===== config.mk =====
export PLATFORM = sky130hd
export DESIGN_NAME = rvfi_order_sequencer
export DESIGN_NICKNAME = d
export VERILOG_FILES = /design/src/rtl/rvfi_seq_pkg.sv /design/src/rtl/rvfi_seq_slot_ram.sv /design/src/rtl/rvfi_order_sequencer.sv
export SDC_FILE = /design/constraint.sdc
export NUM_CORES = 2
export LEC_CHECK = 0
export ABC_AREA = 1
export CAP_MARGIN = 20
export CORE_UTILIZATION = 43
export CTS_CLUSTER_SIZE = 10
export DETAILED_ROUTE_END_ITERATION = 8
export SLEW_MARGIN = 20
export SYNTH_ARGS = -nofsm -noshare
export SYNTH_HDL_FRONTEND = slang
export SYNTH_SLANG_ARGS = --single-unit

===== constraint.sdc =====
create_clock -name clock -period 28.6 [get_ports clock]
set_input_delay 5.72 -clock clock [delete_from_list [all_inputs] [get_ports clock]]
set_output_delay 5.72 -clock clock [all_outputs]
set_load 0.03 [all_outputs]

===== src/rtl/rvfi_seq_pkg.sv =====
`default_nettype none
// ============================================================================
// Module  : rvfi_seq_pkg
// Brief   : RVFI record type, widths and channel-slice packing for the
//           in-order retirement sequencer.
// Rev     : 1.0  initial release
// ============================================================================
package rvfi_seq_pkg;

    localparam int XLEN    = 32;
    localparam int ILEN    = 32;
    localparam int ORDER_W = 64;
    localparam int MASK_W  = XLEN / 8;

    typedef struct packed {
        logic [ORDER_W-1:0] order;
        logic [ILEN-1:0]    insn;
        logic               trap;
        logic               halt;
        logic               intr;
        logic [1:0]         mode;
        logic [1:0]         ixl;
        logic [4:0]         rs1_addr;
        logic [4:0]         rs2_addr;
        logic [XLEN-1:0]    rs1_rdata;
        logic [XLEN-1:0]    rs2_rdata;
        logic [4:0]         rd_addr;
        logic [XLEN-1:0]    rd_wdata;
        logic [XLEN-1:0]    pc_rdata;
        logic [XLEN-1:0]    pc_wdata;
        logic [XLEN-1:0]    mem_addr;
        logic [MASK_W-1:0]  mem_rmask;
        logic [MASK_W-1:0]  mem_wmask;
        logic [XLEN-1:0]    mem_rdata;
        logic [XLEN-1:0]    mem_wdata;
    } rvfi_rec_t;

    localparam int REC_W = $bits(rvfi_rec_t);

    // Builds one record from a single channel's slice of the RVFI bus.
    function automatic rvfi_rec_t pack_rvfi(
        input logic [ORDER_W-1:0] order,     input logic [ILEN-1:0]   insn,
        input logic               trap,      input logic              halt,
        input logic               intr,      input logic [1:0]        mode,
        input logic [1:0]         ixl,       input logic [4:0]        rs1_addr,
        input logic [4:0]         rs2_addr,  input logic [XLEN-1:0]   rs1_rdata,
        input logic [XLEN-1:0]    rs2_rdata, input logic [4:0]        rd_addr,
        input logic [XLEN-1:0]    rd_wdata,  input logic [XLEN-1:0]   pc_rdata,
        input logic [XLEN-1:0]    pc_wdata,  input logic [XLEN-1:0]   mem_addr,
        input logic [MASK_W-1:0]  mem_rmask, input logic [MASK_W-1:0] mem_wmask,
        input logic [XLEN-1:0]    mem_rdata, input logic [XLEN-1:0]   mem_wdata);
        rvfi_rec_t r;
        r = '{order, insn, trap, halt, intr, mode, ixl, rs1_addr, rs2_addr,
              rs1_rdata, rs2_rdata, rd_addr, rd_wdata, pc_rdata, pc_wdata,
              mem_addr, mem_rmask, mem_wmask, mem_rdata, mem_wdata};
        return r;
    endfunction

    // Flattens a record for storage and recovers it on read-back.
    function automatic logic [REC_W-1:0] unpack_rvfi_flat(input rvfi_rec_t r);
        return r;
    endfunction

    function automatic rvfi_rec_t pack_rvfi_flat(input logic [REC_W-1:0] v);
        return rvfi_rec_t'(v);
    endfunction

endpackage
`default_nettype wire


===== src/rtl/rvfi_seq_slot_ram.sv =====
`default_nettype none
// ============================================================================
// Module  : rvfi_seq_slot_ram
// Brief   : DEPTH x record reorder storage, NRET write ports, one
//           combinational read port and a per-slot valid vector.
// Rev     : 1.0  initial release
// ============================================================================
module rvfi_seq_slot_ram
    import rvfi_seq_pkg::*;
#(
    parameter int NRET  = 1,
    parameter int DEPTH = 8,
    parameter int IDX_W = $clog2(DEPTH),
    parameter int W     = REC_W
) (
    input  logic                  clk,
    input  logic                  rst,
    input  logic [NRET-1:0]       i_we,
    input  logic [NRET*IDX_W-1:0] i_waddr,
    input  logic [NRET*W-1:0]     i_wdata,
    input  logic                  i_clr,
    input  logic [IDX_W-1:0]      i_clr_addr,
    input  logic [IDX_W-1:0]      i_raddr,
    output logic [W-1:0]          o_rdata,
    output logic [DEPTH-1:0]      o_valid
);
    logic [W-1:0]     r_mem [DEPTH];
    logic [DEPTH-1:0] r_valid;
    logic [DEPTH-1:0] w_set;
    logic [DEPTH-1:0] w_clr;

    always_comb begin
        w_set = '0;
        w_clr = '0;
        for (int c = 0; c < NRET; c++) begin
            if (i_we[c]) w_set[i_waddr[c*IDX_W +: IDX_W]] = 1'b1;
        end
        w_clr[i_clr_addr] = i_clr;
    end

    always_ff @(posedge clk) begin
        for (int c = 0; c < NRET; c++) begin
            if (i_we[c]) r_mem[i_waddr[c*IDX_W +: IDX_W]] <= i_wdata[c*W +: W];
        end
    end

    always_ff @(posedge clk) begin
        if (rst) r_valid <= '0;
        else     r_valid <= (r_valid | w_set) & ~w_clr;
    end

    assign o_rdata = r_mem[i_raddr];
    assign o_valid = r_valid;
endmodule
`default_nettype wire


===== src/rtl/rvfi_order_sequencer.sv =====
`default_nettype none
// ============================================================================
// Module  : rvfi_order_sequencer
// Brief   : Reorders up to NRET out-of-order RVFI retirements per cycle into a
//           single in-order channel with a check strobe and sticky error.
// Rev     : 1.0  initial release
// ============================================================================
module rvfi_order_sequencer
    import rvfi_seq_pkg::*;
#(
    parameter int                 NRET        = 1,
    parameter int                 DEPTH       = 8,
    parameter logic [ORDER_W-1:0] CHECK_ORDER = '0
) (
    input  logic                      clock,
    input  logic                      reset,
    input  logic [NRET-1:0]           rvfi_valid,
    input  logic [NRET*ORDER_W-1:0]   rvfi_order,
    input  logic [NRET*ILEN-1:0]      rvfi_insn,
    input  logic [NRET-1:0]           rvfi_trap,
    input  logic [NRET-1:0]           rvfi_halt,
    input  logic [NRET-1:0]           rvfi_intr,
    input  logic [NRET*2-1:0]         rvfi_mode,
    input  logic [NRET*2-1:0]         rvfi_ixl,
    input  logic [NRET*5-1:0]         rvfi_rs1_addr,
    input  logic [NRET*5-1:0]         rvfi_rs2_addr,
    input  logic [NRET*XLEN-1:0]      rvfi_rs1_rdata,
    input  logic [NRET*XLEN-1:0]      rvfi_rs2_rdata,
    input  logic [NRET*5-1:0]         rvfi_rd_addr,
    input  logic [NRET*XLEN-1:0]      rvfi_rd_wdata,
    input  logic [NRET*XLEN-1:0]      rvfi_pc_rdata,
    input  logic [NRET*XLEN-1:0]      rvfi_pc_wdata,
    input  logic [NRET*XLEN-1:0]      rvfi_mem_addr,
    input  logic [NRET*MASK_W-1:0]    rvfi_mem_rmask,
    input  logic [NRET*MASK_W-1:0]    rvfi_mem_wmask,
    input  logic [NRET*XLEN-1:0]      rvfi_mem_rdata,
    input  logic [NRET*XLEN-1:0]      rvfi_mem_wdata,
    output logic                      out_valid,
    output logic [ORDER_W-1:0]        out_order,
    output logic [ILEN-1:0]           out_insn,
    output logic                      out_trap,
    output logic                      out_halt,
    output logic                      out_intr,
    output logic [1:0]                out_mode,
    output logic [1:0]                out_ixl,
    output logic [4:0]                out_rs1_addr,
    output logic [4:0]                out_rs2_addr,
    output logic [XLEN-1:0]           out_rs1_rdata,
    output logic [XLEN-1:0]           out_rs2_rdata,
    output logic [4:0]                out_rd_addr,
    output logic [XLEN-1:0]           out_rd_wdata,
    output logic [XLEN-1:0]           out_pc_rdata,
    output logic [XLEN-1:0]           out_pc_wdata,
    output logic [XLEN-1:0]           out_mem_addr,
    output logic [MASK_W-1:0]         out_mem_rmask,
    output logic [MASK_W-1:0]         out_mem_wmask,
    output logic [XLEN-1:0]           out_mem_rdata,
    output logic [XLEN-1:0]           out_mem_wdata,
    output logic                      check,
    output logic [$clog2(DEPTH):0]    pending,
    output logic                      err
);
    localparam int IDX_W = $clog2(DEPTH);
    localparam int CNT_W = IDX_W + 1;

    logic [ORDER_W-1:0]    r_next_order;
    logic                  r_out_valid;
    logic                  r_check;
    rvfi_rec_t             r_out_rec;
    logic [CNT_W-1:0]      r_pending;
    logic                  r_err;

    logic [IDX_W-1:0]      w_idx [NRET];
    logic [NRET-1:0]       w_in_win;
    logic [NRET-1:0]       w_we;
    logic [NRET*IDX_W-1:0] w_waddr;
    logic [NRET*REC_W-1:0] w_wdata;
    logic [DEPTH-1:0]      w_valid;
    logic [DEPTH-1:0]      w_set;
    logic [DEPTH-1:0]      w_clr;
    logic [DEPTH-1:0]      w_valid_next;
    logic [REC_W-1:0]      w_rdata;
    rvfi_rec_t             w_rd_rec;
    logic [IDX_W-1:0]      w_head;
    logic                  w_emit;
    logic                  w_ok;
    logic                  w_bad;
    logic [CNT_W-1:0]      w_cnt;

    for (genvar c = 0; c < NRET; c++) begin : g_chan
        logic [ORDER_W-1:0] w_ord;
        assign w_ord       = rvfi_order[c*ORDER_W +: ORDER_W];
        assign w_idx[c]    = w_ord[IDX_W-1:0];
        // Subtracting only after the lower-bound test keeps the window check wrap-free.
        assign w_in_win[c] = (w_ord >= r_next_order) &&
                             ((w_ord - r_next_order) < ORDER_W'(DEPTH));
        assign w_waddr[c*IDX_W +: IDX_W] = w_ord[IDX_W-1:0];
        assign w_wdata[c*REC_W +: REC_W] = unpack_rvfi_flat(pack_rvfi(
            w_ord, rvfi_insn[c*ILEN +: ILEN], rvfi_trap[c], rvfi_halt[c],
            rvfi_intr[c], rvfi_mode[c*2 +: 2], rvfi_ixl[c*2 +: 2],
            rvfi_rs1_addr[c*5 +: 5], rvfi_rs2_addr[c*5 +: 5],
            rvfi_rs1_rdata[c*XLEN +: XLEN], rvfi_rs2_rdata[c*XLEN +: XLEN],
            rvfi_rd_addr[c*5 +: 5], rvfi_rd_wdata[c*XLEN +: XLEN],
            rvfi_pc_rdata[c*XLEN +: XLEN], rvfi_pc_wdata[c*XLEN +: XLEN],
            rvfi_mem_addr[c*XLEN +: XLEN], rvfi_mem_rmask[c*MASK_W +: MASK_W],
            rvfi_mem_wmask[c*MASK_W +: MASK_W], rvfi_mem_rdata[c*XLEN +: XLEN],
            rvfi_mem_wdata[c*XLEN +: XLEN]));
    end

    // Lower-indexed channels win slot collisions, even when they are themselves illegal.
    always_comb begin
        w_we  = '0;
        w_set = '0;
        w_bad = 1'b0;
        w_ok  = 1'b0;
        for (int c = 0; c < NRET; c++) begin
            w_ok = w_in_win[c] && !w_valid[w_idx[c]];
            for (int k = 0; k < c; k++) begin
                if (rvfi_valid[k] && (w_idx[k] == w_idx[c])) w_ok = 1'b0;
            end
            if (rvfi_valid[c]) begin
                if (w_ok) begin
                    w_we[c]         = 1'b1;
                    w_set[w_idx[c]] = 1'b1;
                end else begin
                    w_bad = 1'b1;
                end
            end
        end
    end

    assign w_head   = r_next_order[IDX_W-1:0];
    assign w_emit   = w_valid[w_head];
    assign w_rd_rec = pack_rvfi_flat(w_rdata);

    always_comb begin
        w_clr         = '0;
        w_clr[w_head] = w_emit;
        w_valid_next  = (w_valid | w_set) & ~w_clr;
        w_cnt         = '0;
        for (int i = 0; i < DEPTH; i++) w_cnt = w_cnt + CNT_W'(w_valid_next[i]);
    end

    rvfi_seq_slot_ram #(
        .NRET  (NRET),
        .DEPTH (DEPTH),
        .IDX_W (IDX_W),
        .W     (REC_W)
    ) u_slot_ram (
        .clk        (clock),
        .rst        (reset),
        .i_we       (w_we),
        .i_waddr    (w_waddr),
        .i_wdata    (w_wdata),
        .i_clr      (w_emit),
        .i_clr_addr (w_head),
        .i_raddr    (w_head),
        .o_rdata    (w_rdata),
        .o_valid    (w_valid)
    );

    always_ff @(posedge clock) begin
        if (reset) begin
            r_next_order <= '0;
            r_out_valid  <= 1'b0;
            r_check      <= 1'b0;
            r_out_rec    <= '0;
            r_pending    <= '0;
            r_err        <= 1'b0;
        end else begin
            r_out_valid <= w_emit;
            r_check     <= w_emit && (w_rd_rec.order == CHECK_ORDER);
            r_pending   <= w_cnt;
            r_err       <= r_err | w_bad;
            if (w_emit) begin
                r_out_rec    <= w_rd_rec;
                r_next_order <= r_next_order + ORDER_W'(1);
            end
        end
    end

    assign out_valid     = r_out_valid;
    assign out_order     = r_out_rec.order;
    assign out_insn      = r_out_rec.insn;
    assign out_trap      = r_out_rec.trap;
    assign out_halt      = r_out_rec.halt;
    assign out_intr      = r_out_rec.intr;
    assign out_mode      = r_out_rec.mode;
    assign out_ixl       = r_out_rec.ixl;
    assign out_rs1_addr  = r_out_rec.rs1_addr;
    assign out_rs2_addr  = r_out_rec.rs2_addr;
    assign out_rs1_rdata = r_out_rec.rs1_rdata;
    assign out_rs2_rdata = r_out_rec.rs2_rdata;
    assign out_rd_addr   = r_out_rec.rd_addr;
    assign out_rd_wdata  = r_out_rec.rd_wdata;
    assign out_pc_rdata  = r_out_rec.pc_rdata;
    assign out_pc_wdata  = r_out_rec.pc_wdata;
    assign out_mem_addr  = r_out_rec.mem_addr;
    assign out_mem_rmask = r_out_rec.mem_rmask;
    assign out_mem_wmask = r_out_rec.mem_wmask;
    assign out_mem_rdata = r_out_rec.mem_rdata;
    assign out_mem_wdata = r_out_rec.mem_wdata;
    assign check         = r_check;
    assign pending       = r_pending;
    assign err           = r_err;
endmodule
`default_nettype wire


* Word-level counts from Yosys, hierarchy flattened *
Memories as Yosys holds them, arrays and structs flattened. A register that Yosys moved wholly into a read port is not among the register bits.
Index checks and enable logic that the tools add are counted.

storage, ports and cells
  register bits after elaboration = 461
  RAM bits = 3056
  bits of input ports = 385
  output and inout bits = 389
  word-level logic and storage cells = 75
  memories kept = 1

operators by class
  add/sub/neg operators = 9
  $lt $le $gt $ge = 6
  mux-type cells = 19
  bitwise logic cells = 7
  reductions and logical operators = 7

memory list
  name              depth  width  read ports  clocked after Yosys merged registers in  wr ports  line                     source
  u_slot_ram.r_mem  8      382    1           1                                        1         rvfi_seq_slot_ram.sv:27  logic [W-1:0] r_mem [DEPTH];

operators by type and width
  cell                     number
  $add A64 B1 Y64 const B  1
  $ge A64 B64 Y1           1
  $logic_not A64 Y1        1
  $lt A64 B4 Y1 const B    1
  $sub A64 B64 Y64         1
  $and A8 B8 Y8            3
  $mux W8                  3
  $add A4 B1 Y4            4
  $or A8 B8 Y8             2
  $mux W1                  10
  $lt A3 B4 Y1 const B     2
  $not A8 Y8               1
  $bmux W1 S3              2
  $demux W1 S3             2
  $ge A3 B1 Y1 const B     2
  $mux W3                  2
  $logic_and A1 B1 Y1      5
  $add A3 B1 Y4            1
  $add A2 B1 Y3            1
  $add A1 B1 Y2            1
  $logic_not A1 Y1         1
  $or A1 B1 Y1             1

* Logic depth before layout (Yosys ltp) *
  word-level depth = 15
  gate-level depth with buffers = 34

* By module *
From an unflattened synthesis, not the netlist that was laid out.

second synthesis, totals
  cells, all modules = 16988
  area total of the unflattened synthesis = 156662.8 um2

by module, submodules not included
  module                instances  cells each  area an instance (um2)  sequential area each (um2)
  rvfi_seq_slot_ram     1          13272       133121.4                91928.2
  rvfi_order_sequencer  1          3716        23541.3                 9068.7

* Least setup slack after synthesis *
OpenSTA, ideal clock, no wires.

  path type = input port to flip-flop
  start = input port rvfi_order[0]
  end = memory u_slot_ram.r_mem[0][0] (netlist bit) (enable)
  library setup time = 1136 ps
  arrival = 23599 ps
  path slack = 3864 ps
  stages = 21
  path buffers = 1
  cells stage by stage = buf_2 -> inv_1 -> ha_1 -> inv_1 -> nand2_1 -> nand2_1 -> nand2_1 -> nand2_1 -> nand2_1 -> nand2_1 -> nand2_1 -> nand2_1 -> nand2_1 -> nand2_1 -> nand4_1 -> or2_2 -> nor2_1 -> nand3_1 -> nor2_1 -> nand4_2 -> nor2_1

on the way
  word-level cells in the longest chain between the ends = 8
  elaborated cells between the ends (all ways) = 12
  those cells by class = add/sub (1); order compare (2); mux (6); reduce/logical (3)

RTL lines
  element                                                  line                                                     source
  start: declaration                                       rvfi_order_sequencer.sv:18                               input logic [NRET*ORDER_W-1:0] rvfi_order,
  $sub A64 B64 Y64 or $bmux W1 S3 (tied branches)          rvfi_order_sequencer.sv:96, rvfi_order_sequencer.sv:117
  $lt A64 B4 Y1 or $mux W1 (tied branches)                 rvfi_order_sequencer.sv:96, rvfi_order_sequencer.sv:117
  $logic_and A1 B1 Y1 or $logic_not A1 Y1 (tied branches)  rvfi_order_sequencer.sv:95, rvfi_order_sequencer.sv:117
  $logic_and A1 B1 Y1                                      rvfi_order_sequencer.sv:117                              w_ok = w_in_win[c] && !w_valid[w_idx[c]];
  $mux W1                                                  rvfi_order_sequencer.sv:122                              if (w_ok) begin
  $mux W1                                                  rvfi_order_sequencer.sv:121                              if (rvfi_valid[c]) begin
  $mux W1                                                  rvfi_seq_slot_ram.sv:43                                  if (i_we[c]) r_mem[i_waddr[c*IDX_W +: IDX_W]] <= i_wdata[c*W +: W];
  $mux W1 (implied by the code)                            rvfi_seq_slot_ram.sv:43
  end: declaration                                         rvfi_seq_slot_ram.sv:27

Parallel ways exist; a longest one is shown, timed or not. The select of a mux whose other input is x is not followed.

* Worst setup path in the final report *
  start = input port rvfi_order[0]
  end = memory u_slot_ram.r_mem[0][104] (netlist bit) (enable)

The elaborated chain is that of the path after synthesis.

==> flow_summary.ini <==
[outcome]
outcome = finished clean

[detailed_routing]
wl_per_cell_um = 25.0
ant_nets = 0
drt_pass1_iterations = 6
route.vias.total = 96400
drc = 0
wirelength_mm = 426
avgViaCountPerCell = 5.67
drtIter0Drc = 9196

[sta]
fin_crit_ns = 13.16
setup_ws_ns = 15.44
final_hold_viol_count = 0
fin_setup_tns_ns = 0
worst_slew_pin_slew_ns = 1.17
setup_violations = 0
finalMaxSlewViolations = 0
timing.final.crit_share_pct = 46.0
skew_ns = 0.0657
max_freq_mhz = 76.0
slew_headroom_pct = 22.3
rsz0062_at_grt = false
holdWs_ns = 0.471

[cts]
clk_path_buf_depth = 4
clk_latency_ns = 0.96
cts_buffers = 396
cts_hold_buf = 0
htree_levels = 5
clk_pin_slew_ns = 0.05
postCtsSetupBuffers = 0
cts.sinks = 3520
cts_tree = built
cts_resized = 0
root_buffer = clkbuf_16

[critical_path]
critical_path_arrival_ns = 13.71
reg2regPathDepth = 22
cp.required_ns = 29.15
crit_path_end = u_slot_ram.r_mem[0][104]
crit_type = in -> reg
timing.rr.start = r_next_order[22]
r2r_slack_ns = 20.57
crit_path_max_fanout = 54
cp-end-kind = register
r2r_end = u_slot_ram.r_mem[0][104]
cp-startpoint = rvfi_order[0]
crit_path_start_kind = input port

[floorplanning]
die_y_um = 572
core_mm2 = 0.322
dieArea_mm2 = 0.327
die_w_um = 572
ios = 774
rows = 208
start_util_pct = 43.4

[logic_synthesis]
synth_cells = 11800
synth_ff_type = edfxtp_1
synth_edf_count = 3056
async_flop_share_pct = 0
synth-seq-area-share_pct = 72.3
avgSynthCellArea_um2 = 11.9
yosys_warnings = 0
ys_seq_elements = 3520
netlist_area_mm2 = 0.140
synth_cell_types = 52
syn_nets = 12200

[power]
internal_power_w = 0.00858
switching_share_pct = 24.3
total_leakage_power_nw = 55.7
seq_power_share_pct = 50.1
p_comb_share_pct = 9.1
power.share.clock_pct = 40.8
finalPower_w = 0.0113
p_switching_w = 0.00275
power_density_mw_per_mm2 = 69.4
vdd_ir_drop_max_mv = 0.0523

[run]
drv_cap = 0

[worst_hold_path]
hold_class = reg -> reg

[global_routing]
antenna_found_initial = 102
grt_max_degree = 172
grt-ovfl-total = 0
grt_pass1_wl_mm = 618
track_usage_pct = 25.2
grt.met2_usage_pct = 41.1
grt_pass1_vias = 93800
grtUsageMet1_pct = 33.2
gr-usage-met3_pct = 5.36
grt_busiest_layer = met2

[placed_design]
io_buffers = 773
pre_cts_ws_ns = 14.48
dp_hpwl_mm = 253
gp_congestion = 0.919

[layout]
drive_above_1_share_pct = 6.97
syn_to_final_growth_pct = 16.8
nNetsFinal = 12800
layout make-up:
cell class	instances	area [um2]
Antenna cell	50	125
Clock buffer	681	11100
Clock inverter	31	528
Fill cell	27800	159000
Inverter	462	1770
Multi-Input combinational cell	7041	34200
Sequential cell	3520	101000
Tap cell	4305	5390
Timing Repair Buffer	930	9040
critical path, cell delays in order:
cell	delay, ns
clkdlybuf4s50_1	0.96
inv_1	0.19
ha_1	0.26
inv_1	0.07
nand2_1	0.06
nand2_1	0.12
nand2_1	0.11
nand2_1	0.14
nand2_1	0.08
nand2_1	0.18
nand2_1	0.10
nand2_1	0.15
nand4_1	0.17
nand3_1	0.13
nand2_1	0.07
or3_1	0.35
nor2_1	0.31
nand4_2	0.59
nor2_4	0.91
buf_4	0.77
buf_4	0.52
buf_4	0.66
buf_4	0.87
routing by layer:
metal  vias up  wire (um)
met5         -        410
met4        64      15600
met3       760      33000
met2      3561     202000
met1     48200     175000
li1      43800          -
sequential cells by signal (all words and copies together) (netlist names), 8 cells and up, named ones only:
signal and flops:
out_rs1_rdata 32, out_mem_rdata 32, u_slot_ram.o_valid 8, out_mem_addr 32
out_pc_rdata 32, out_order 64, u_slot_ram.r_mem 3056, out_rs2_rdata 32
out_mem_wdata 32, out_pc_wdata 32, out_rd_wdata 32, r_next_order 64
out_insn 32
cells in the mapped netlist, types with 50 or more instances:
library cell	instances	share of area, %
a21oi_1	341	1.2
a31o_2	208	1.3
a31oi_1	64	0.29
buf_2	50	0.18
clkbuf_1	642	1.7
dfxtp_1	464	6.6
edfxtp_1	3056	66
ha_1	68	0.61
inv_1	440	1.2
nand2_1	1434	3.9
nand3_1	281	1.0
nand4_1	62	0.28
nor2_1	1891	5.1
nor3_1	63	0.23
o21ai_0	1706	6.1
o22ai_1	651	2.9
power groups by stage:
stage	Clock (W)	Combinational [W]	Sequential [W]
6_report	0.00462	0.00103	0.00568
5_1_grt	0.00490	0.00111	0.00568
4_1_cts	0.00470	0.00102	0.00568
3_5_place_dp	0	0.00102	0.00578
3_3_place_gp	0	0.000999	0.00578
2_1_floorplan	0	0.000489	0.00587
metrics by stage:
stage | util, % | cells | instance area (um2)
after floorplan | - | 11800 | 140000
after global placement | 47.0 | 16300 | 151000
after detailed placement | 47.0 | 16300 | 151000
after CTS | 50.6 | 17000 | 163000
after global routing | 50.6 | 17000 | 163000
final | 50.6 | 17000 | 163000
layout by cell type (no fill, tap or decap), types with 11 or more instances in the layout:
cell             instances
edfxtp_1              3056
nor2_1                1881
o21ai_0               1706
nand2_1               1434
clkdlybuf4s50_1        772
o22ai_1                651
dfxtp_1                461
inv_1                  438
clkbuf_16              399
a21oi_1                341
nand3_1                281
clkbuf_1               280
a31o_2                 208
buf_4                  147
ha_1                    68
a31oi_1                 64
nor3_1                  63
nand4_1                 62
diode_2                 50
o211ai_1                49
o221ai_1                42
nor4_1                  32
nand2_2                 19
nor2_2                  19
inv_2                   15
nand3b_1                15
xor2_1                  15
o311ai_0                15
nor2_4                  13
o31ai_1                 11
kinds of logic after synthesis:
kind of cell | share of synthesized area, %
buf+inv | 3.25
flops | 72.3
compound gates | 12.6
xor+xnor | 0.107
simple gates | 11.0
fa+ha+maj | 0.666
how the worst min path moves through the flow:
stage | start | depth (start not counted) | endpoint | slack, ns
final | out_insn[5] | 2 | out_insn[5] | 0.47
after global routing | out_rs1_rdata[13] | 2 | out_rs1_rdata[13] | 0.49
after CTS | out_rs1_rdata[7] | 2 | out_rs1_rdata[7] | 0.47
after detailed placement | out_insn[7] | 2 | out_insn[7] | 0.46
after global placement | r_next_order[32] | 1 | r_next_order[32] | 0.46
after floorplan | r_next_order[18] | 1 | r_next_order[18] | 0.44
Note: power is estimated with default switching activity, not from simulation.
